### src/rtl/i2s_clkgen_pkg.sv
// Shared encodings and slot/WS helpers for the I2S master clock generator.
package i2s_clkgen_pkg;

  localparam logic [1:0] I2S_FMT_I2S = 2'b00;
  localparam logic [1:0] I2S_FMT_LJ  = 2'b01;

  localparam logic [1:0] I2S_DAT_8_BITS  = 2'b00;
  localparam logic [1:0] I2S_DAT_16_BITS = 2'b01;
  localparam logic [1:0] I2S_DAT_24_BITS = 2'b10;
  localparam logic [1:0] I2S_DAT_32_BITS = 2'b11;

  typedef enum logic [1:0] {
    I2S_CLKGEN_IDLE = 2'b00,
    I2S_CLKGEN_RUN  = 2'b01,
    I2S_CLKGEN_STOP = 2'b10
  } state_t;

  // Index of the last slot in a frame, 2N-1.
  function automatic logic [5:0] slot_last(input logic [1:0] chl);
    logic [5:0] r;
    case (chl)
      I2S_DAT_8_BITS:  r = 6'd15;
      I2S_DAT_16_BITS: r = 6'd31;
      I2S_DAT_24_BITS: r = 6'd47;
      default:         r = 6'd63;
    endcase
    return r;
  endfunction

  // WS pin level for slot k. Left level is 1 in LJ, 0 in I2S; I2S leads by one slot.
  function automatic logic ws_level(input logic lj, input logic [5:0] k,
                                    input logic [5:0] last);
    logic [5:0] half;
    logic [5:0] kp;
    half = {1'b0, last[5:1]} + 6'd1;
    kp   = (k == last) ? 6'd0 : k + 6'd1;
    return lj ? (k < half) : !(kp < half);
  endfunction

endpackage

### src/rtl/i2s_clkgen_if.sv
// Control inputs and clock/strobe outputs of the I2S clock generator.
interface i2s_clkgen_if
  import i2s_clkgen_pkg::*;
#(
  parameter int DIV_WIDTH = 16
);
  logic                 en_i;
  logic [DIV_WIDTH-1:0] div_i;
  logic [1:0]           chl_i;
  logic [1:0]           fmt_i;
  logic                 busy_o;
  logic                 frame_o;
  logic                 sck_re_o;
  logic                 sck_fe_o;
  logic                 i2s_sck_o;
  logic                 i2s_ws_o;
  state_t               state_dbg_o;

  // Strobes are single-cycle level pulses; no valid/ready handshake exists here.
  modport master (
    input  en_i, div_i, chl_i, fmt_i,
    output busy_o, frame_o, sck_re_o, sck_fe_o, i2s_sck_o, i2s_ws_o, state_dbg_o
  );

  modport slave (
    output en_i, div_i, chl_i, fmt_i,
    input  busy_o, frame_o, sck_re_o, sck_fe_o, i2s_sck_o, i2s_ws_o, state_dbg_o
  );
endinterface

### src/rtl/i2s_clkdiv.sv
// SCK divider: counts 0..div_i, toggles sck at terminal count, emits edge strobes.
module i2s_clkdiv #(
  parameter int DIV_WIDTH = 16
) (
  input  logic                 clk_i,
  input  logic                 rst_i,
  input  logic                 en_i,
  input  logic                 clr_i,
  input  logic [DIV_WIDTH-1:0] div_i,
  output logic                 sck_o,
  output logic                 re_o,
  output logic                 fe_o,
  output logic                 fall_tick_o
);
  logic [DIV_WIDTH-1:0] cnt_q, cnt_d;
  logic                 sck_q, sck_d;
  logic                 re_q, re_d;
  logic                 fe_q, fe_d;
  logic                 term;

  assign term = (cnt_q == div_i);

  always_comb begin
    cnt_d = cnt_q;
    sck_d = sck_q;
    re_d  = 1'b0;
    fe_d  = 1'b0;
    if (clr_i) begin
      cnt_d = '0;
      sck_d = 1'b0;
    end else if (en_i) begin
      if (term) begin
        cnt_d = '0;
        sck_d = ~sck_q;
        re_d  = ~sck_q;
        fe_d  = sck_q;
      end else begin
        cnt_d = cnt_q + DIV_WIDTH'(1);
      end
    end
  end

  always_ff @(posedge clk_i or posedge rst_i) begin
    if (rst_i) begin
      cnt_q <= '0;
      sck_q <= 1'b0;
      re_q  <= 1'b0;
      fe_q  <= 1'b0;
    end else begin
      cnt_q <= cnt_d;
      sck_q <= sck_d;
      re_q  <= re_d;
      fe_q  <= fe_d;
    end
  end

  // High in the cycle before sck falls, so the slot logic updates on the same edge.
  assign fall_tick_o = en_i && !clr_i && term && sck_q;
  assign sck_o       = sck_q;
  assign re_o        = re_q;
  assign fe_o        = fe_q;
endmodule

### src/rtl/i2s_clkgen.sv
// I2S master bit/word clock generator: run/stop FSM, slot counter and WS alignment.
module i2s_clkgen
  import i2s_clkgen_pkg::*;
#(
  parameter int DIV_WIDTH = 16
) (
  input  logic        clk_i,
  input  logic        rst_i,
  i2s_clkgen_if.master bus
);
  state_t               state_q, state_d;
  logic [DIV_WIDTH-1:0] div_q, div_d;
  logic [5:0]           last_q, last_d;
  logic                 lj_q, lj_d;
  logic [5:0]           k_q, k_d;
  logic                 ws_q, ws_d;
  logic                 frame_q, frame_d;
  logic [5:0]           k_nxt;
  logic                 lj_in;
  logic                 div_clr;
  logic                 fall_tick;
  logic                 sck, sck_re, sck_fe;

  assign lj_in   = (bus.fmt_i == I2S_FMT_LJ);
  assign div_clr = (state_q == I2S_CLKGEN_IDLE);
  assign k_nxt   = (k_q == last_q) ? 6'd0 : k_q + 6'd1;

  i2s_clkdiv #(.DIV_WIDTH(DIV_WIDTH)) u_clkdiv (
    .clk_i       (clk_i),
    .rst_i       (rst_i),
    .en_i        (!div_clr),
    .clr_i       (div_clr),
    .div_i       (div_q),
    .sck_o       (sck),
    .re_o        (sck_re),
    .fe_o        (sck_fe),
    .fall_tick_o (fall_tick)
  );

  always_comb begin
    state_d = state_q;
    div_d   = div_q;
    last_d  = last_q;
    lj_d    = lj_q;
    k_d     = k_q;
    ws_d    = ws_q;
    frame_d = 1'b0;
    case (state_q)
      I2S_CLKGEN_IDLE: begin
        k_d  = 6'd0;
        ws_d = !lj_in;
        if (bus.en_i) begin
          state_d = I2S_CLKGEN_RUN;
          div_d   = bus.div_i;
          last_d  = slot_last(bus.chl_i);
          lj_d    = lj_in;
          ws_d    = lj_in;
          frame_d = 1'b1;
        end
      end
      default: begin
        if (state_q == I2S_CLKGEN_RUN && !bus.en_i) state_d = I2S_CLKGEN_STOP;
        if (state_q == I2S_CLKGEN_STOP && bus.en_i) state_d = I2S_CLKGEN_RUN;
        if (fall_tick) begin
          k_d  = k_nxt;
          ws_d = ws_level(lj_q, k_nxt, last_q);
          if (k_nxt == 6'd0) begin
            // A stop request completes exactly at the frame boundary.
            if (state_q == I2S_CLKGEN_STOP && !bus.en_i) begin
              state_d = I2S_CLKGEN_IDLE;
              ws_d    = !lj_in;
            end else begin
              frame_d = 1'b1;
            end
          end
        end
      end
    endcase
  end

  always_ff @(posedge clk_i or posedge rst_i) begin
    if (rst_i) begin
      state_q <= I2S_CLKGEN_IDLE;
      div_q   <= '0;
      last_q  <= 6'd15;
      lj_q    <= 1'b0;
      k_q     <= 6'd0;
      ws_q    <= 1'b1;
      frame_q <= 1'b0;
    end else begin
      state_q <= state_d;
      div_q   <= div_d;
      last_q  <= last_d;
      lj_q    <= lj_d;
      k_q     <= k_d;
      ws_q    <= ws_d;
      frame_q <= frame_d;
    end
  end

  assign bus.busy_o      = (state_q != I2S_CLKGEN_IDLE);
  assign bus.frame_o     = frame_q;
  assign bus.sck_re_o    = sck_re;
  assign bus.sck_fe_o    = sck_fe;
  assign bus.i2s_sck_o   = sck;
  assign bus.i2s_ws_o    = ws_q;
  assign bus.state_dbg_o = state_q;
endmodule
### src/flat_wrapper.sv
// flat-port wrapper written by rule: the top's interface ports become plain ports
module i2s_clkgen_flat import i2s_clkgen_pkg::*;
#(
  parameter int DIV_WIDTH = 16
)
  (clk_i, rst_i, bus_en_i, bus_div_i, bus_chl_i, bus_fmt_i, bus_busy_o, bus_frame_o, bus_sck_re_o, bus_sck_fe_o, bus_i2s_sck_o, bus_i2s_ws_o, bus_state_dbg_o);
  i2s_clkgen_if #(.DIV_WIDTH(DIV_WIDTH)) bus_i ();
  input  logic clk_i;
  input  logic rst_i;
  input wire logic [$bits(bus_i.en_i)-1:0] bus_en_i;
  input wire logic [$bits(bus_i.div_i)-1:0] bus_div_i;
  input wire logic [$bits(bus_i.chl_i)-1:0] bus_chl_i;
  input wire logic [$bits(bus_i.fmt_i)-1:0] bus_fmt_i;
  output wire logic [$bits(bus_i.busy_o)-1:0] bus_busy_o;
  output wire logic [$bits(bus_i.frame_o)-1:0] bus_frame_o;
  output wire logic [$bits(bus_i.sck_re_o)-1:0] bus_sck_re_o;
  output wire logic [$bits(bus_i.sck_fe_o)-1:0] bus_sck_fe_o;
  output wire logic [$bits(bus_i.i2s_sck_o)-1:0] bus_i2s_sck_o;
  output wire logic [$bits(bus_i.i2s_ws_o)-1:0] bus_i2s_ws_o;
  output wire logic [$bits(bus_i.state_dbg_o)-1:0] bus_state_dbg_o;
  assign bus_i.en_i = bus_en_i;
  assign bus_i.div_i = bus_div_i;
  assign bus_i.chl_i = bus_chl_i;
  assign bus_i.fmt_i = bus_fmt_i;
  assign bus_busy_o = bus_i.busy_o;
  assign bus_frame_o = bus_i.frame_o;
  assign bus_sck_re_o = bus_i.sck_re_o;
  assign bus_sck_fe_o = bus_i.sck_fe_o;
  assign bus_i2s_sck_o = bus_i.i2s_sck_o;
  assign bus_i2s_ws_o = bus_i.i2s_ws_o;
  assign bus_state_dbg_o = bus_i.state_dbg_o;
  i2s_clkgen #(.DIV_WIDTH(DIV_WIDTH)) u_core (.clk_i(clk_i), .rst_i(rst_i), .bus(bus_i));
endmodule
### config.mk
export PLATFORM = sky130hd
export DESIGN_NAME = i2s_clkgen_flat
export DESIGN_NICKNAME = d
export VERILOG_FILES = /design/src/rtl/i2s_clkgen_pkg.sv /design/src/rtl/i2s_clkgen_if.sv /design/src/rtl/i2s_clkdiv.sv /design/src/rtl/i2s_clkgen.sv /design/src/flat_wrapper.sv
export SDC_FILE = /design/constraint.sdc
export NUM_CORES = 1
export LEC_CHECK = 0
export CAP_MARGIN = 5
export CORE_AREA = 2 2 77 79
export DETAILED_ROUTE_END_ITERATION = 7
export DIE_AREA = 0 0 79 81
export GPL_TIMING_DRIVEN = 1
export HOLD_SLACK_MARGIN = 0.1
export PLACE_DENSITY_LB_ADDON = 0.08
export SYNTH_ARGS = -nofsm -noshare
export SYNTH_HDL_FRONTEND = slang
export SYNTH_SLANG_ARGS = --single-unit
### constraint.sdc
create_clock -name clk_i -period 2.3 [get_ports clk_i]
set_input_delay 0.46 -clock clk_i [delete_from_list [all_inputs] [get_ports clk_i]]
set_output_delay 0.46 -clock clk_i [all_outputs]
set_load 0.02 [all_outputs]
==> results.ini <==
[placement]
post_dp_cell_area_um2 = 3230
dp_slack_ps = -28.7
dp.cells = 420
portBuffers = 30
dpl.hpwl_mm = 4.37
gp_congestion = 0.873

[hold_path]
hold_path.class = in2async

[synthesis]
synth_xor_area_frac = 0.124
synthCells = 303
synthTopCellsByArea = dfrtp_1 (44%), nand2_1 (9.8%), xor2_1 (8.5%)
async_flop_share = 1.00
avgSynthCellArea_um2 = 8.85
yosysUniqueCellTypes = 44
synth-simple-area-share = 0.243
ys_seq_area_frac = 0.448
synth_edf_count = 0
synth_top_cell_by_area = dfrtp_1
synthAdderAreaFrac = 0.0513
syn_nets = 337
yosys_register_bits = 48
netlist_area_um2 = 2680
synthFlopType = dfrtp_1
synth_compound_area_frac = 0.0896
synth_top_area_share = 0.438
synth_top_family_by_area = simple AND/OR/NAND/NOR gates
yosys_warnings = 0
synth_mux_area_frac = 0.00373

[cts]
cts.htree.levels = 2
hold_buffers = 0
cts-buffers-inserted = 5
clock_path_buffers = 2
cts_sinks = 48
root_buffer = clkbuf_8
path_clk_slew_ps = 80
tritoncts = built
clock_latency_ps = 290

[global_route]
grt_max_degree = 23
antenna_found_initial = 0
grt_pass1_vias = 2071
grt_usage = 0.192
grt_overflow = 0
grt_pass1_wl_mm = 9.67

[critical_path]
r2r-end = u_core.bus.i2s_ws_o
crit_required_ps = 2520
path_delay_family = compound AO/OA/AOI/OAI gates
critPathMaxFanout = 6
worst_r2r_path_depth = 12
crit_slowest_cell = dfrtp_2
max_stage_delay_ps = 450
r2r_slack_ps = 30
timing.rr.start = u_core.k_q[1]
startpoint_type = flip-flop
worstPathArrival_ps = 2490
end_kind = flip-flop
path_buf_inv = 0
crit_start = u_core.k_q[1]
crit_path_cell_trace = ha_4 > or2b_1 > a21oi_2 > o21ai_2 > a21boi_2 > nor2_1 > ha_1 > o21a_1 > o21ai_1 > a22oi_1 > o2111ai_1 > a31oi_1
critPathKind = reg2reg

[die]
dieArea_um2 = 6400
initial_core_util = 0.473
dieWidth_um = 79
row_count = 28
core_um2 = 5680
io_pins = 31
die_y_um = 81

[power]
internal_power_w = 0.00160
seqPwrFrac = 0.498
power_density_nw_per_um2 = 702
power_frac_clock = 0.215
p_leak_nw = 1.59
p_sw_w = 0.000785
swShare = 0.329
power_frac_comb = 0.288
peakVddDrop_mv = 0.397

[drt]
wl_per_cell_um = 13.6
routed-via-count = 2187
drtIter0Drc = 71
route.antenna.remaining_nets = 0
drc_errors = 0
via_per_inst = 5.10
dr.pass1.iters = 4
routed_wl_mm = 5.82

[timing]
finClkSkew_ps = 3.47
rsz0062_at_grt = true
max_freq_ghz = 0.440
timing.final.ws_setup_ps = 28.2
period_share = 0.988
slew_viol_final = 0
period_needed_ps = 2270
finalHoldViolCount = 0
worst_slew_pin_slew_ps = 479
relSlewSlack = 0.678
setup_violations = 0

[layout]
design_area_um2 = 3390
final_nets = 387
area_delta_synth_final_pct = 26.5
layoutNonFillerInstCount = 429
final_util = 0.598
insertedDiodeCount = 0
layout-drive-gt1-share = 0.155

[run]
drv_cap = 0

[outcome]
outcome = finished clean

## registers in the layout, summed over array words and instances (netlist names)
signal	flops
u_core.u_clkdiv.fe_o	1
u_core.lj_q	1
u_core.u_clkdiv.re_o	1
u_core.k_q	6
u_core.u_clkdiv.sck_o	1
u_core.u_clkdiv.cnt_q	16
u_core.bus.state_dbg_o	2
u_core.div_q	16
u_core.bus.frame_o	1
u_core.bus.i2s_ws_o	1
u_core.last_q	2
## power groups by stage
stage | Combinational, W | Sequential, W | Clock, W
after global routing | 0.000769 | 0.00121 | 0.000571
after detailed placement | 0.000670 | 0.00120 | 0
after floorplan | 0.000430 | 0.00119 | 0
final | 0.000686 | 0.00119 | 0.000511
after CTS | 0.000678 | 0.00119 | 0.000530
after global placement | 0.000657 | 0.00120 | 0
## worst max path at each step
| stage | endpoint | slack, ps | cells past startpoint |
|---|---|---|---|
| after global routing | u_core.bus.i2s_ws_o | -130 | 12 |
| after floorplan | u_core.bus.i2s_ws_o | 0.7 | 13 |
| final | u_core.bus.i2s_ws_o | 30 | 12 |
| after detailed placement | u_core.bus.i2s_ws_o | -30 | 12 |
| after CTS | u_core.bus.i2s_ws_o | -10 | 12 |
| after global placement | u_core.bus.i2s_ws_o | 20 | 12 |
## cell type report
class / instances / area, um^2
fillers: 532 / 2280
multi-input cells: 232 / 1460
flip-flops and latches: 48 / 1200
repair buffers: 57 / 515
well taps: 75 / 93.8
clock buffers: 8 / 90.1
inverters: 9 / 33.8
## Yosys cell counts, types with 2 or more instances
master and n:
o21ai_0 8, and2_1 2, clkbuf_1 7, a31oi_1 5, buf_2 3, o211ai_1 2
nor4_1 4, nor2_1 33, a211oi_1 2, and3_1 3, xor2_1 26, nand2_1 70
dfrtp_1 47, buf_6 2, a31o_2 3, a21oi_1 9, and4_1 2, ha_1 11
xnor2_1 12, nand3_1 8, nor3_1 6, nand2b_1 2, inv_1 8, nand4_1 8
## layout by cell type, fill, tap and decap left out, types with 3 or more instances in the layout
cell type,instances
nor2_1,32
ha_1,9
o21ai_0,5
dfrtp_1,45
xnor2_1,11
nand4_1,8
a21oi_1,7
and3_1,3
xor2_1,25
a31oi_1,5
clkdlybuf4s50_1,30
a31o_2,3
nor3_1,5
nand2_1,70
clkbuf_8,6
inv_1,7
buf_4,26
nand3_1,7
nor4_1,4
## per-stage QoR
step,TNS (ps),hold slack (ps),power [W]
after floorplan,0,464,0.00162
after global placement,0,477,0.00185
after detailed placement,-28.7,483,0.00187
after CTS,-9.96,497,0.00239
after global routing,-134,524,0.00255
final,0,487,0.00238
## layer usage
layer | wire (um) | global-route usage | up-vias
met5 | 0 | 0 | -
met4 | 43 | 0.0414 | 0
met3 | 98 | 0.0267 | 5
met2 | 2870 | 0.325 | 34
met1 | 2810 | 0.264 | 1037
li1 | - | - | 1111
## cell families (layout without fill, tap and decap cells)
group / after synthesis / in the layout
mux: 1 / 1
compound gates: 37 / 37
buf+inv: 23 / 74
xor+xnor: 38 / 38
simple gates: 145 / 145
fa+ha+maj: 11 / 11
flops: 48 / 48
## what timing repair did
action / CTS / global route
setup endpoints to repair: 1 / 1
pin swaps: 1 / 9
gates resized for setup: 4 / 9
buffers inserted: 0 / 1
## worst reg2reg max path: stages, from the launching register on
cell and delay (ps):
dfrtp_2 450, ha_4 200, or2b_1 230, a21oi_2 120, o21ai_2 90, a21boi_2 150, nor2_1 70, ha_1 260
o21a_1 160, o21ai_1 110, a22oi_1 80, o2111ai_1 190, a31oi_1 90
No activity file was read; power rests on OpenSTA's default activity.
